File: src/rtl/rect_overlay_ctrl.sv
`default_nettype none
// ============================================================================
// Module      : rect_overlay_ctrl
// Description : Rectangle overlay engine with shadowed, frame-synchronous
//               descriptor commit and lowest-index-wins pixel colouring.
// Revision    : 1.0 - initial release
// ============================================================================
module rect_overlay_ctrl #(
    parameter int          N_RECT   = 4,
    parameter logic [11:0] BG_COLOR = 12'h000,
    localparam int         IDX_W    = (N_RECT > 1) ? $clog2(N_RECT) : 1
) (
    input  logic             i_clk,
    input  logic             i_rst_n,
    input  logic             i_pix_stb,
    input  logic [9:0]       i_x,
    input  logic [8:0]       i_y,
    input  logic             i_frame_stb,
    input  logic             i_cfg_valid,
    output logic             o_cfg_ready,
    input  logic [IDX_W-1:0] i_cfg_idx,
    input  logic [2:0]       i_cfg_field,
    input  logic [11:0]      i_cfg_data,
    output logic             o_cfg_err,
    output logic             o_commit_done,
    output logic             o_pending,
    output logic [11:0]      o_rgb,
    output logic             o_hit,
    output logic [15:0]      o_frame_cnt
);

    typedef enum logic [1:0] {
        S_IDLE    = 2'd0,
        S_PENDING = 2'd1,
        S_COMMIT  = 2'd2
    } state_t;

    state_t       r_state;
    state_t       w_state_nxt;
    logic         w_cfg_ready;
    logic         w_commit_done;
    logic         w_pending;
    logic         w_accept;
    logic         r_cfg_err;
    logic [11:0]  r_rgb;
    logic         r_hit;
    logic [15:0]  r_frame_cnt;

    // Priority chain: element k holds the result for rectangles k..N_RECT-1
    logic [11:0]  w_chain_col [N_RECT+1];
    logic         w_chain_hit [N_RECT+1];

    assign w_accept = i_cfg_valid & w_cfg_ready;

    always_ff @(posedge i_clk or negedge i_rst_n) begin
        if (!i_rst_n) begin
            r_state <= S_IDLE;
        end else begin
            r_state <= w_state_nxt;
        end
    end

    always_comb begin
        w_state_nxt   = r_state;
        w_cfg_ready   = 1'b1;
        w_commit_done = 1'b0;
        w_pending     = 1'b0;
        case (r_state)
            S_IDLE: begin
                if (w_accept && (i_cfg_field == 3'd6)) begin
                    w_state_nxt = S_PENDING;
                end
            end
            S_PENDING: begin
                w_pending = 1'b1;
                if (i_frame_stb) begin
                    w_state_nxt = S_COMMIT;
                end
            end
            S_COMMIT: begin
                w_pending     = 1'b1;
                w_cfg_ready   = 1'b0;
                w_commit_done = 1'b1;
                w_state_nxt   = S_IDLE;
            end
            default: begin
                w_state_nxt = S_IDLE;
            end
        endcase
    end

    assign w_chain_col[N_RECT] = BG_COLOR;
    assign w_chain_hit[N_RECT] = 1'b0;

    for (genvar k = 0; k < N_RECT; k++) begin : g_rect
        localparam logic [IDX_W-1:0] c_IDX = IDX_W'(k);

        logic [9:0]  r_sh_x0, r_sh_x1, r_act_x0, r_act_x1;
        logic [8:0]  r_sh_y0, r_sh_y1, r_act_y0, r_act_y1;
        logic [11:0] r_sh_col, r_act_col;
        logic        r_sh_en, r_act_en;
        logic        w_wr;
        logic        w_hit;

        assign w_wr = w_accept & (i_cfg_idx == c_IDX);

        always_ff @(posedge i_clk or negedge i_rst_n) begin
            if (!i_rst_n) begin
                r_sh_x0  <= '0;
                r_sh_y0  <= '0;
                r_sh_x1  <= '0;
                r_sh_y1  <= '0;
                r_sh_col <= '0;
                r_sh_en  <= 1'b0;
            end else if (w_wr) begin
                case (i_cfg_field)
                    3'd0:    r_sh_x0  <= i_cfg_data[9:0];
                    3'd1:    r_sh_y0  <= i_cfg_data[8:0];
                    3'd2:    r_sh_x1  <= i_cfg_data[9:0];
                    3'd3:    r_sh_y1  <= i_cfg_data[8:0];
                    3'd4:    r_sh_col <= i_cfg_data;
                    3'd5:    r_sh_en  <= i_cfg_data[0];
                    default: ;
                endcase
            end
        end

        // Active set only changes on the edge leaving COMMIT (vertical blanking)
        always_ff @(posedge i_clk or negedge i_rst_n) begin
            if (!i_rst_n) begin
                r_act_x0  <= '0;
                r_act_y0  <= '0;
                r_act_x1  <= '0;
                r_act_y1  <= '0;
                r_act_col <= '0;
                r_act_en  <= 1'b0;
            end else if (r_state == S_COMMIT) begin
                r_act_x0  <= r_sh_x0;
                r_act_y0  <= r_sh_y0;
                r_act_x1  <= r_sh_x1;
                r_act_y1  <= r_sh_y1;
                r_act_col <= r_sh_col;
                r_act_en  <= r_sh_en;
            end
        end

        // Strict compares make degenerate rectangles (x0>=x1 or y0>=y1) never hit
        assign w_hit = r_act_en
                     & (i_x > r_act_x0) & (i_x < r_act_x1)
                     & (i_y > r_act_y0) & (i_y < r_act_y1);

        assign w_chain_hit[k] = w_hit | w_chain_hit[k+1];
        assign w_chain_col[k] = w_hit ? r_act_col : w_chain_col[k+1];
    end

    always_ff @(posedge i_clk or negedge i_rst_n) begin
        if (!i_rst_n) begin
            r_rgb       <= BG_COLOR;
            r_hit       <= 1'b0;
            r_cfg_err   <= 1'b0;
            r_frame_cnt <= '0;
        end else begin
            r_cfg_err <= w_accept & (i_cfg_field == 3'd7);
            if (i_pix_stb) begin
                r_rgb <= w_chain_col[0];
                r_hit <= w_chain_hit[0];
            end
            if (i_frame_stb) begin
                r_frame_cnt <= r_frame_cnt + 16'd1;
            end
        end
    end

    assign o_cfg_ready   = w_cfg_ready;
    assign o_commit_done = w_commit_done;
    assign o_pending     = w_pending;
    assign o_cfg_err     = r_cfg_err;
    assign o_rgb         = r_rgb;
    assign o_hit         = r_hit;
    assign o_frame_cnt   = r_frame_cnt;

endmodule
`default_nettype wire

File: config.mk
export PLATFORM = sky130hd
export DESIGN_NAME = rect_overlay_ctrl
export DESIGN_NICKNAME = d
export VERILOG_FILES = /design/src/rtl/rect_overlay_ctrl.sv
export SDC_FILE = /design/constraint.sdc
export NUM_CORES = 1
export LEC_CHECK = 0
export ABC_AREA = 1
export BUFFER_PORTS_ARGS = -buffer_cell sky130_fd_sc_hd__buf_4
export CORE_ASPECT_RATIO = 1.1
export CORE_MARGIN = 4
export CORE_UTILIZATION = 56
export CTS_CLUSTER_SIZE = 12
export DETAILED_ROUTE_END_ITERATION = 10
export PLACE_DENSITY = 0.72
export SLEW_MARGIN = 20
export SYNTH_ARGS = -nofsm -noshare
export SYNTH_HDL_FRONTEND = slang
export SYNTH_SLANG_ARGS = --single-unit
File: constraint.sdc
create_clock -name i_clk -period 1.65 [get_ports i_clk]
set_input_delay 0.0825 -clock i_clk [delete_from_list [all_inputs] [get_ports i_clk]]
set_output_delay 0.0825 -clock i_clk [all_outputs]
set_load 0.03 [all_outputs]
==> flow_summary.json <==
{
  "end_kind": "flop",
  "clk_pin_slew_worst_paths_ns": 0.06,
  "hold_start": "i_cfg_data[9]",
  "clk_latency_ns": 0.57,
  "crit_required_ns": 2.15,
  "die_height_um": 208.6,
  "fill_cells": 1863,
  "crit_path_frequent_cell": "nand2_1",
  "tns_ns": -48.60,
  "total_leakage_power_nw": 14.04,
  "instances_no_fill": 3171,
  "area_growth_pct": 43.44,
  "register_area_um2": 11010,
  "critical-path-slowest-cell": "dfrtp_1",
  "start_util": 0.5663,
  "synth-seq-area-share": 0.5375,
  "max_freq_ghz": 0.4117,
  "gp_congestion": 0.8491,
  "drv_cap": 0,
  "fin_crit_sh": 1.472,
  "cp_max_fo": 12,
  "setup_ws_ns": -0.7787,
  "nets": 2841,
  "multiInputGateArea_um2": 10360,
  "crit_chain": "inv_1, ha_1, nand2_1, o21ai_0, nand2_1, o211ai_1, nand2_1, inv_1, buf_4, nand4_1, nand2_1, inv_1, nand2_1, nand2_1, nand2_1",
  "drt-pass1-iter-count": 6,
  "ys_ff_latch": 440,
  "outcome": "finished, violations left",
  "yosysWarningCount": 0,
  "grt_usage": 0.2817,
  "cp.buffers_inverters": 4,
  "grt_pass1_vias": 17063,
  "failed_checks": "negative setup slack",
  "io-pin-count": 74,
  "final_cell_mix": "nand2_1 (501), dfrtp_1 (437), inv_1 (226), buf_4 (226), o21ai_1 (139)",
  "r2r_start": "g_rect[1].r_act_y0[4]",
  "worst_pin_slew_ns": 0.8695,
  "hold_viol_final": 0,
  "ant_nets": 0,
  "grt_overflow": 0,
  "slew_headroom": 0.4185,
  "hold_path.class": "in -> reg",
  "synth_fp_nets": 2501,
  "power_mw": 47.33,
  "layout-drive-gt1-share": 0.3331,
  "synth_area_leaders": "dfrtp_1 (54%), nand2_1 (13%), ha_1 (9.1%), o21ai_0 (9.1%), inv_1 (4.4%)",
  "std_cell_rows": 73,
  "die_x_um": 190.4,
  "die-area_um2": 39700,
  "grt_pass1_wl_um": 89760,
  "drt-initial-drc-count": 2166,
  "core_um2": 36170,
  "cts_tree": "yes",
  "post-route-drc-count": 0,
  "slowest_delay_ns": 0.36,
  "wirelength_um": 75920,
  "netlist.area_leader.share": 0.5375,
  "routedWlPerCell_um": 23.94,
  "final_common_cell": "nand2_1",
  "cts.sinks": 440,
  "setup-violations-final": 246,
  "syn_inst": 2311,
  "skew_ns": 0.01920,
  "detailed_place.area_um2": 23160,
  "dp_cells": 2959,
  "io_buffers": 73,
  "final_area_um2": 29380,
  "worst-setup-path-type": "reg -> reg",
  "cp_data_arrival_time_ns": 2.93,
  "vias_per_cell": 6.091,
  "h-tree-depth": 2,
  "critPathLaunch": "g_rect[1].r_act_y0[4]",
  "vias": 19313,
  "dp_hpwl_um": 33100,
  "synth_area_um2": 20480,
  "antenna_cells": 0,
  "yosysUniqueCellTypes": 44,
  "root_buffer": "clkbuf_16",
  "grt_setup_unrepaired": "yes",
  "antenna_found_initial": 0,
  "min_period_ns": 2.429,
  "path_delay_family": "simple AND/OR/NAND/NOR gates",
  "ctsLongestPathBuffers": 3,
  "dp_worst_setup_slack_ns": -0.5340,
  "yosys.area.top_type": "dfrtp_1",
  "start_kind": "flop",
  "grt_max_degree": 63,
  "postSynthAreaPerCell_um2": 8.863,
  "slew_violations": 0,
  "p_per_area_nw_per_um2": 1611,
  "ir_drop_mv": 1.314,
  "cts_made_buffers": 47
}
==> Yosys cell counts, drive strengths merged <==
cell type,number
a21boi,3
and3,1
o21bai,2
xnor2,3
or2,1
nand2,733
a21oi,63
nand3b,4
xor2,11
clkinv,1
ha,149
o211ai,8
nor2,60
mux2,1
o21ai,384
clkbuf,85
nand3,40
nor3,16
nand4,24
o2111ai,1
buf,22
a21o,2
inv,245
nor4,1
dfrtp,440
a31oi,5
o21a,5
a211oi,1
==> sequential cells by signal (all words and copies together), names as in the netlist <==
signal / count
r_state: 2
g_rect.r_sh_y1: 36
g_rect.r_sh_col: 48
g_rect.r_act_col: 48
g_rect.r_sh_en: 4
g_rect.r_sh_y0: 36
g_rect.r_act_x0: 40
o_frame_cnt: 16
g_rect.r_act_y0: 36
g_rect.r_sh_x1: 40
o_hit: 1
o_cfg_err: 1
g_rect.r_sh_x0: 40
o_rgb: 12
g_rect.r_act_y1: 36
g_rect.r_act_x1: 40
g_rect.r_act_en: 4
==> worst paths after layout <==
check	slack, ns	depth (start not counted)	to
worst max-delay path	-0.78	15	o_rgb[5]
worst min register to register	0.48	2	g_rect[1].r_act_col[11]
worst min-delay path	0.05	4	g_rect[1].r_sh_x0[9]
min in group asynchronous	0.14	2	g_rect[2].r_sh_x0[3]
worst max register to register	-0.78	15	o_rgb[5]
max in group asynchronous	0.80	3	o_rgb[11]
==> metrics by stage <==
step	hold slack [ns]	utilization
3_3_place_gp	0.1184	0.6402
3_5_place_dp	0.1192	0.6402
2_1_floorplan	-0.2131	-
6_report	0.05317	0.8123
4_1_cts	0.01322	0.7099
5_1_grt	0.05202	0.8123
==> report_power, final <==
group	internal (mW)	total [mW]	switching [mW]	leakage, nW
Combinational	8.69	19.8	11.1	7.51
Clock	5.97	10.4	4.40	0.734
Sequential	14.6	17.2	2.61	5.79
Total	29.3	47.3	18.1	14.0
==> tightest hold or removal path: stages <==
cell     delay [ns]
buf_4          0.08
inv_1          0.03
buf_4          0.23
o21ai_2        0.16
==> final cells by class <==
cell class,instances,area share
clock buffer,73,0.04778
clock inverter,9,0.002512
inverter,246,0.03202
multi-input combinational,1520,0.3525
sequential,440,0.3749
tap,487,0.02074
timing repair buffer,396,0.1696
==> per-layer routing <==
| layer | global-route usage | up-vias | part of all wire |
|---|---|---|---|
| met3 | 0.03425 | 540 | 0.10 |
| met1 | 0.3842 | 9261 | 0.34 |
| met4 | 0.09809 | 0 | 0.092 |
| li1 | - | 8172 | - |
| met2 | 0.4711 | 1340 | 0.47 |
| met5 | 0 | - | 0 |
==> logic make-up (layout without fill, tap and decap cells) <==
kind of cell | Yosys count | in the layout | synth area share
compound gates | 474 | 474 | 0.1192
xor+xnor | 14 | 14 | 0.005986
fa+ha+maj | 149 | 149 | 0.09101
buf+inv | 353 | 724 | 0.06805
flops | 440 | 440 | 0.5375
mux | 1 | 1 | 0.0005497
simple gates | 880 | 882 | 0.1776
==> timing repair <==
item | CTS | global route
resized for setup | 111 | 683
cloned | 12 | 67
hold endpoints to repair | 436 | 0
hold buffers | 9 | 0
endpoints found under the setup margin | 46 | 358
setup buffers | 23 | 23
pin swaps | 17 | 33
(Power assumes the default switching activity.)
